--- src/rtl/mem_port_arbiter.sv ---
// Two-requester arbiter for a single downstream memory port.
// Fetch (read-only) and data (read/write) requests are granted round-robin on
// ties, registered onto mem_*, and held until mem_resp. Protocol violations and
// response timeouts raise a sticky error flag.
module mem_port_arbiter #(
  parameter int unsigned TIMEOUT = 1024,
  parameter int unsigned CNT_W   = 11
) (
  input  logic        clk,
  input  logic        rst,
  // fetch requester
  input  logic [31:0] i_addr,
  input  logic        i_read,
  output logic [31:0] i_rdata,
  output logic        i_resp,
  // data requester
  input  logic [31:0] d_addr,
  input  logic        d_read,
  input  logic        d_write,
  input  logic [3:0]  d_wmask,
  input  logic [31:0] d_wdata,
  output logic [31:0] d_rdata,
  output logic        d_resp,
  // downstream memory port
  output logic [31:0] mem_addr,
  output logic        mem_read,
  output logic        mem_write,
  output logic [3:0]  mem_wmask,
  output logic [31:0] mem_wdata,
  input  logic [31:0] mem_rdata,
  input  logic        mem_resp,
  // status
  output logic        busy,
  output logic        error
);

  typedef enum logic [1:0] {StIdle, StBusyI, StBusyD} state_e;

  localparam logic [CNT_W-1:0] TimeoutCnt = CNT_W'(TIMEOUT);

  state_e      state_q, state_d;
  logic        rr_last_d_q, rr_last_d_d;  // 1: data won the most recent tie
  logic [31:0] addr_q, addr_d;
  logic        rd_q, rd_d;
  logic        wr_q, wr_d;
  logic [3:0]  wmask_q, wmask_d;
  logic [31:0] wdata_q, wdata_d;
  logic [CNT_W-1:0] cnt_q, cnt_d;
  logic        error_q, error_d;

  logic req_i, req_d, grant_i, grant_d;

  assign req_i = i_read;
  assign req_d = d_read | d_write;

  // Next-state: arbitration in idle, hold-and-count while busy, error capture.
  always_comb begin
    state_d     = state_q;
    rr_last_d_d = rr_last_d_q;
    addr_d      = addr_q;
    rd_d        = rd_q;
    wr_d        = wr_q;
    wmask_d     = wmask_q;
    wdata_d     = wdata_q;
    cnt_d       = cnt_q;
    error_d     = error_q;
    grant_i     = 1'b0;
    grant_d     = 1'b0;

    unique case (state_q)
      StIdle: begin
        if (req_i && req_d) begin
          // Tie: the requester that did not win the last tie goes first.
          grant_i     = rr_last_d_q;
          grant_d     = !rr_last_d_q;
          rr_last_d_d = !rr_last_d_q;
        end else begin
          grant_i = req_i;
          grant_d = req_d;
        end

        if (grant_i) begin
          state_d = StBusyI;
          addr_d  = i_addr;
          rd_d    = 1'b1;
          wr_d    = 1'b0;
          wmask_d = 4'b0000;
          cnt_d   = '0;
        end else if (grant_d) begin
          // A simultaneous read+write is served as a write.
          state_d = StBusyD;
          addr_d  = d_addr;
          rd_d    = !d_write;
          wr_d    = d_write;
          wmask_d = d_write ? d_wmask : 4'b0000;
          wdata_d = d_wdata;
          cnt_d   = '0;
        end

        // Response with nothing outstanding.
        if (mem_resp) error_d = 1'b1;
      end

      StBusyI, StBusyD: begin
        if (mem_resp) begin
          state_d = StIdle;
          rd_d    = 1'b0;
          wr_d    = 1'b0;
          wmask_d = 4'b0000;
        end else if (cnt_q != TimeoutCnt) begin
          // Saturating wait counter; the transaction keeps waiting after timeout.
          cnt_d = cnt_q + 1'b1;
          if (cnt_q == TimeoutCnt - 1'b1) error_d = 1'b1;
        end
      end

      default: state_d = StIdle;
    endcase

    if (d_read && d_write) error_d = 1'b1;
  end

  // State register with synchronous active-low reset.
  always_ff @(posedge clk) begin
    if (!rst) begin
      state_q     <= StIdle;
      rr_last_d_q <= 1'b1;
      addr_q      <= '0;
      rd_q        <= 1'b0;
      wr_q        <= 1'b0;
      wmask_q     <= '0;
      wdata_q     <= '0;
      cnt_q       <= '0;
      error_q     <= 1'b0;
    end else begin
      state_q     <= state_d;
      rr_last_d_q <= rr_last_d_d;
      addr_q      <= addr_d;
      rd_q        <= rd_d;
      wr_q        <= wr_d;
      wmask_q     <= wmask_d;
      wdata_q     <= wdata_d;
      cnt_q       <= cnt_d;
      error_q     <= error_d;
    end
  end

  // Outputs: registered memory side, combinational completions.
  always_comb begin
    mem_addr  = addr_q;
    mem_read  = rd_q;
    mem_write = wr_q;
    mem_wmask = wmask_q;
    mem_wdata = wdata_q;
    i_rdata   = mem_rdata;
    d_rdata   = mem_rdata;
    i_resp    = (state_q == StBusyI) && mem_resp;
    d_resp    = (state_q == StBusyD) && mem_resp;
    busy      = (state_q != StIdle);
    error     = error_q;
  end

endmodule
--- config.mk ---
export PLATFORM = sky130hd
export DESIGN_NAME = mem_port_arbiter
export DESIGN_NICKNAME = d
export VERILOG_FILES = /design/src/rtl/mem_port_arbiter.sv
export SDC_FILE = /design/constraint.sdc
export NUM_CORES = 1
export LEC_CHECK = 0
export BUFFER_PORTS_ARGS = -buffer_cell sky130_fd_sc_hd__buf_4
export CAP_MARGIN = 5
export CORE_ASPECT_RATIO = 0.9
export CORE_UTILIZATION = 33
export CTS_CLUSTER_SIZE = 10
export DETAILED_ROUTE_END_ITERATION = 7
export PLACE_DENSITY = 0.63
export SYNTH_ARGS = -nofsm -noshare
export SYNTH_HDL_FRONTEND = slang
export SYNTH_SLANG_ARGS = --single-unit
--- constraint.sdc ---
create_clock -name clk -period 3.4 [get_ports clk]
set_clock_uncertainty 0.15 [all_clocks]
set_input_delay 0.17 -clock clk [delete_from_list [all_inputs] [get_ports clk]]
set_output_delay 0.17 -clock clk [all_outputs]
set_load 0.03 [all_outputs]
==> flow_summary.toml <==
[logic_synthesis]
synth_area_sq_um = 4170
synth_area_leaders = "dfxtp_1 (41%), buf_4 (12%), mux2i_1 (7.7%)"
async_reset_ff_frac = 0
yosys_warnings = 0
yosysSeqAreaShare = 0.408
synthFlopType = "dfxtp_1"
synth_edf_count = 0
synth_cells = 477
yosysUniqueCellTypes = 54
synth_top_area_cell = "dfxtp_1"
ys_ff_latch = 85
synth_nets = 620
synth_top_area_frac = 0.408
syn-mean-instance-area_sq_um = 8.74

[clock_network]
post_cts_buffers = 0
cts_buffers = 9
tritoncts = "built"
ctsResizeCount = 0
holdBufCountCts = 37
path_clk_slew_ps = 60
insertion_delay_ps = 340
ctsHtreeMaxLevel = 3
cts_sinks = 85
root_buffer = "clkbuf_16"
clk_path_buf_depth = 2

[floorplan]
die_h_um = 109
dieArea_sq_um = 13100
num_rows = 38
core_sq_um = 12200
start_util = 0.343
die_w_um = 120
boundaryPins = 276

[pwr]
p_sw_mw = 1.09
seqPwrFrac = 0.362
fin_total_pwr_mw = 3.29
power_density_nw_per_um2 = 567
leakagePower_nw = 2.64
p_sw_frac = 0.331
share_comb_of_total_power = 0.315
ir_worst_vdd_mv = 0.287
p_int_mw = 2.20
clkPwrFrac = 0.323

[placed_design]
dpl-instance-area_sq_um = 5110
numPortBuffers = 179
gp_congestion = 0.834
numPlacedInstances = 728
hpwl_um = 7590

[layout]
syn2layout_area_growth_pct = 39.2
layout-drive-gt1-share = 0.340
final_nets = 759
antenna_cells = 0
final_area_sq_um = 5800
stdcell_count = 781

[detailed_routing]
wl_per_cell_um = 13.8
drt_iter0_markers = 154
drc = 0
ant_nets = 0
dr.pass1.iters = 4
wl_um = 10800
via_count = 3729
avgViaCountPerCell = 4.77

[setup_path]
cp-start-kind = "flop"
crit_path_start = "state_q[0]"
critical_path_class = "flop to flop"
rr_startpoint = "state_q[0]"
crit_path_end_kind = "flop"
arrival_ps = 2390
reg2reg_slack_ps = 1100
critPathRequiredTime_ps = 3480
cp_max_fo = 11

[timing]
finalCriticalPeriod_ps = 2300
setup_violations = 0
tightestPinTransition_ps = 806
rsz0062_at_grt = "false"
max_freq_mhz = 434
slew_viol_final = 0
final.setup.tns_ps = 0
slew_headroom = 0.461
finalCritPeriodShare = 0.678
hold_violations = 0

[flow_run]
timing.max_cap.violations = 0

[global_route]
grt_max_degree = 43
grt_overflow = 0
antenna_found_initial = 0
first_global_vias = 3592
grt_pass1_wl_um = 16700
grt_usage = 0.164

[hold_path]
holdCritStartpoint = "i_addr[1]"
holdCritPathClass = "input pin to flop"

[outcome]
status = "finished, final reports clean"
[Yosys cell counts, drive strengths merged, types with 3 or more instances]
cell type	n
nand2	70
nor2	51
nand4	3
a211oi	33
a22oi	5
inv	9
nor2b	3
dfxtp	85
mux2i	32
clkbuf	16
a21oi	38
buf	77
o21ai	4
ha	5
and4	3
xnor2	3
o211ai	3
[power by group through the flow]
stage,clock (mW),combinational [mW],sequential [mW]
finish,1.06,1.04,1.19
floorplan,0,0.567,1.43
global placement,0,0.991,1.21
detailed placement,0,1.01,1.21
CTS,1.10,1.04,1.19
global route,1.13,1.12,1.21
[worst max-delay path: stages (launching register included)]
cell and delay (ps):
dfxtp_1 360, inv_1 80, ha_1 470, nand2b_1 280
a21oi_2 400, nand3b_1 130, mux2_1 320
[logic make-up after synthesis]
kind of cell | share of synthesized area
flops | 0.408
compound gates | 0.164
simple gates | 0.157
buf+inv | 0.166
mux | 0.0795
xor+xnor | 0.0105
fa+ha+maj | 0.0150
[through the flow]
stage	utilization	worst slack [ps]	hold WS [ps]
floorplan	-	1390	81.9
global placement	0.420	1190	190
detailed placement	0.420	1120	190
CTS	0.477	1100	6.12
global route	0.477	845	30.4
finish	0.477	1100	20.3
[registers in the layout (all words and copies together) (netlist names)]
name         cells
cnt_q           11
mem_read         1
mem_wmask        4
mem_wdata       32
rr_last_d_q      1
mem_addr        32
error            1
state_q          2
mem_write        1
[cell usage in the layout (no fill, tap or decap), drive strengths merged, types with 3 or more instances in the layout]
cell type    Yosys  layout
a211oi          33      33
dfxtp           85      85
nand2           70      70
and4             3       3
mux2i           32      32
inv              9       9
o21ai            4       4
clkbuf          16      10
nor2            51      51
xnor2            3       3
dlygate4sd3      0      37
buf             77     184
nor2b            3       3
clkinv           0       3
o211ai           3       3
ha               5       5
nand4            3       3
a22oi            5       5
a21oi           38      38
[worst paths after layout]
check                           cells past startpoint            end
worst max-delay path                                6      cnt_q[10]
worst min-delay path                                3    mem_addr[1]
worst max register to register                      6      cnt_q[10]
worst min register to register                      2  mem_wdata[30]
[area by class of cell]
class | instances | area, sq um
Clock inverter | 6 | 86.3
Tap cell | 160 | 200
Fill cell | 1164 | 6370
Clock buffer | 10 | 239
Multi-Input combinational cell | 290 | 1790
Sequential cell | 85 | 1700
Inverter | 9 | 33.8
Timing Repair Buffer | 221 | 1750
[routing by layer]
layer / vias up / part of all wire / GRT usage
li1: 1855 / - / -
met1: 1688 / 0.40 / 0.173
met2: 158 / 0.50 / 0.291
met3: 28 / 0.075 / 0.0612
met4: 0 / 0.020 / 0.0741
met5: - / 0 / 0
Power figures use the tool's default switching activity.
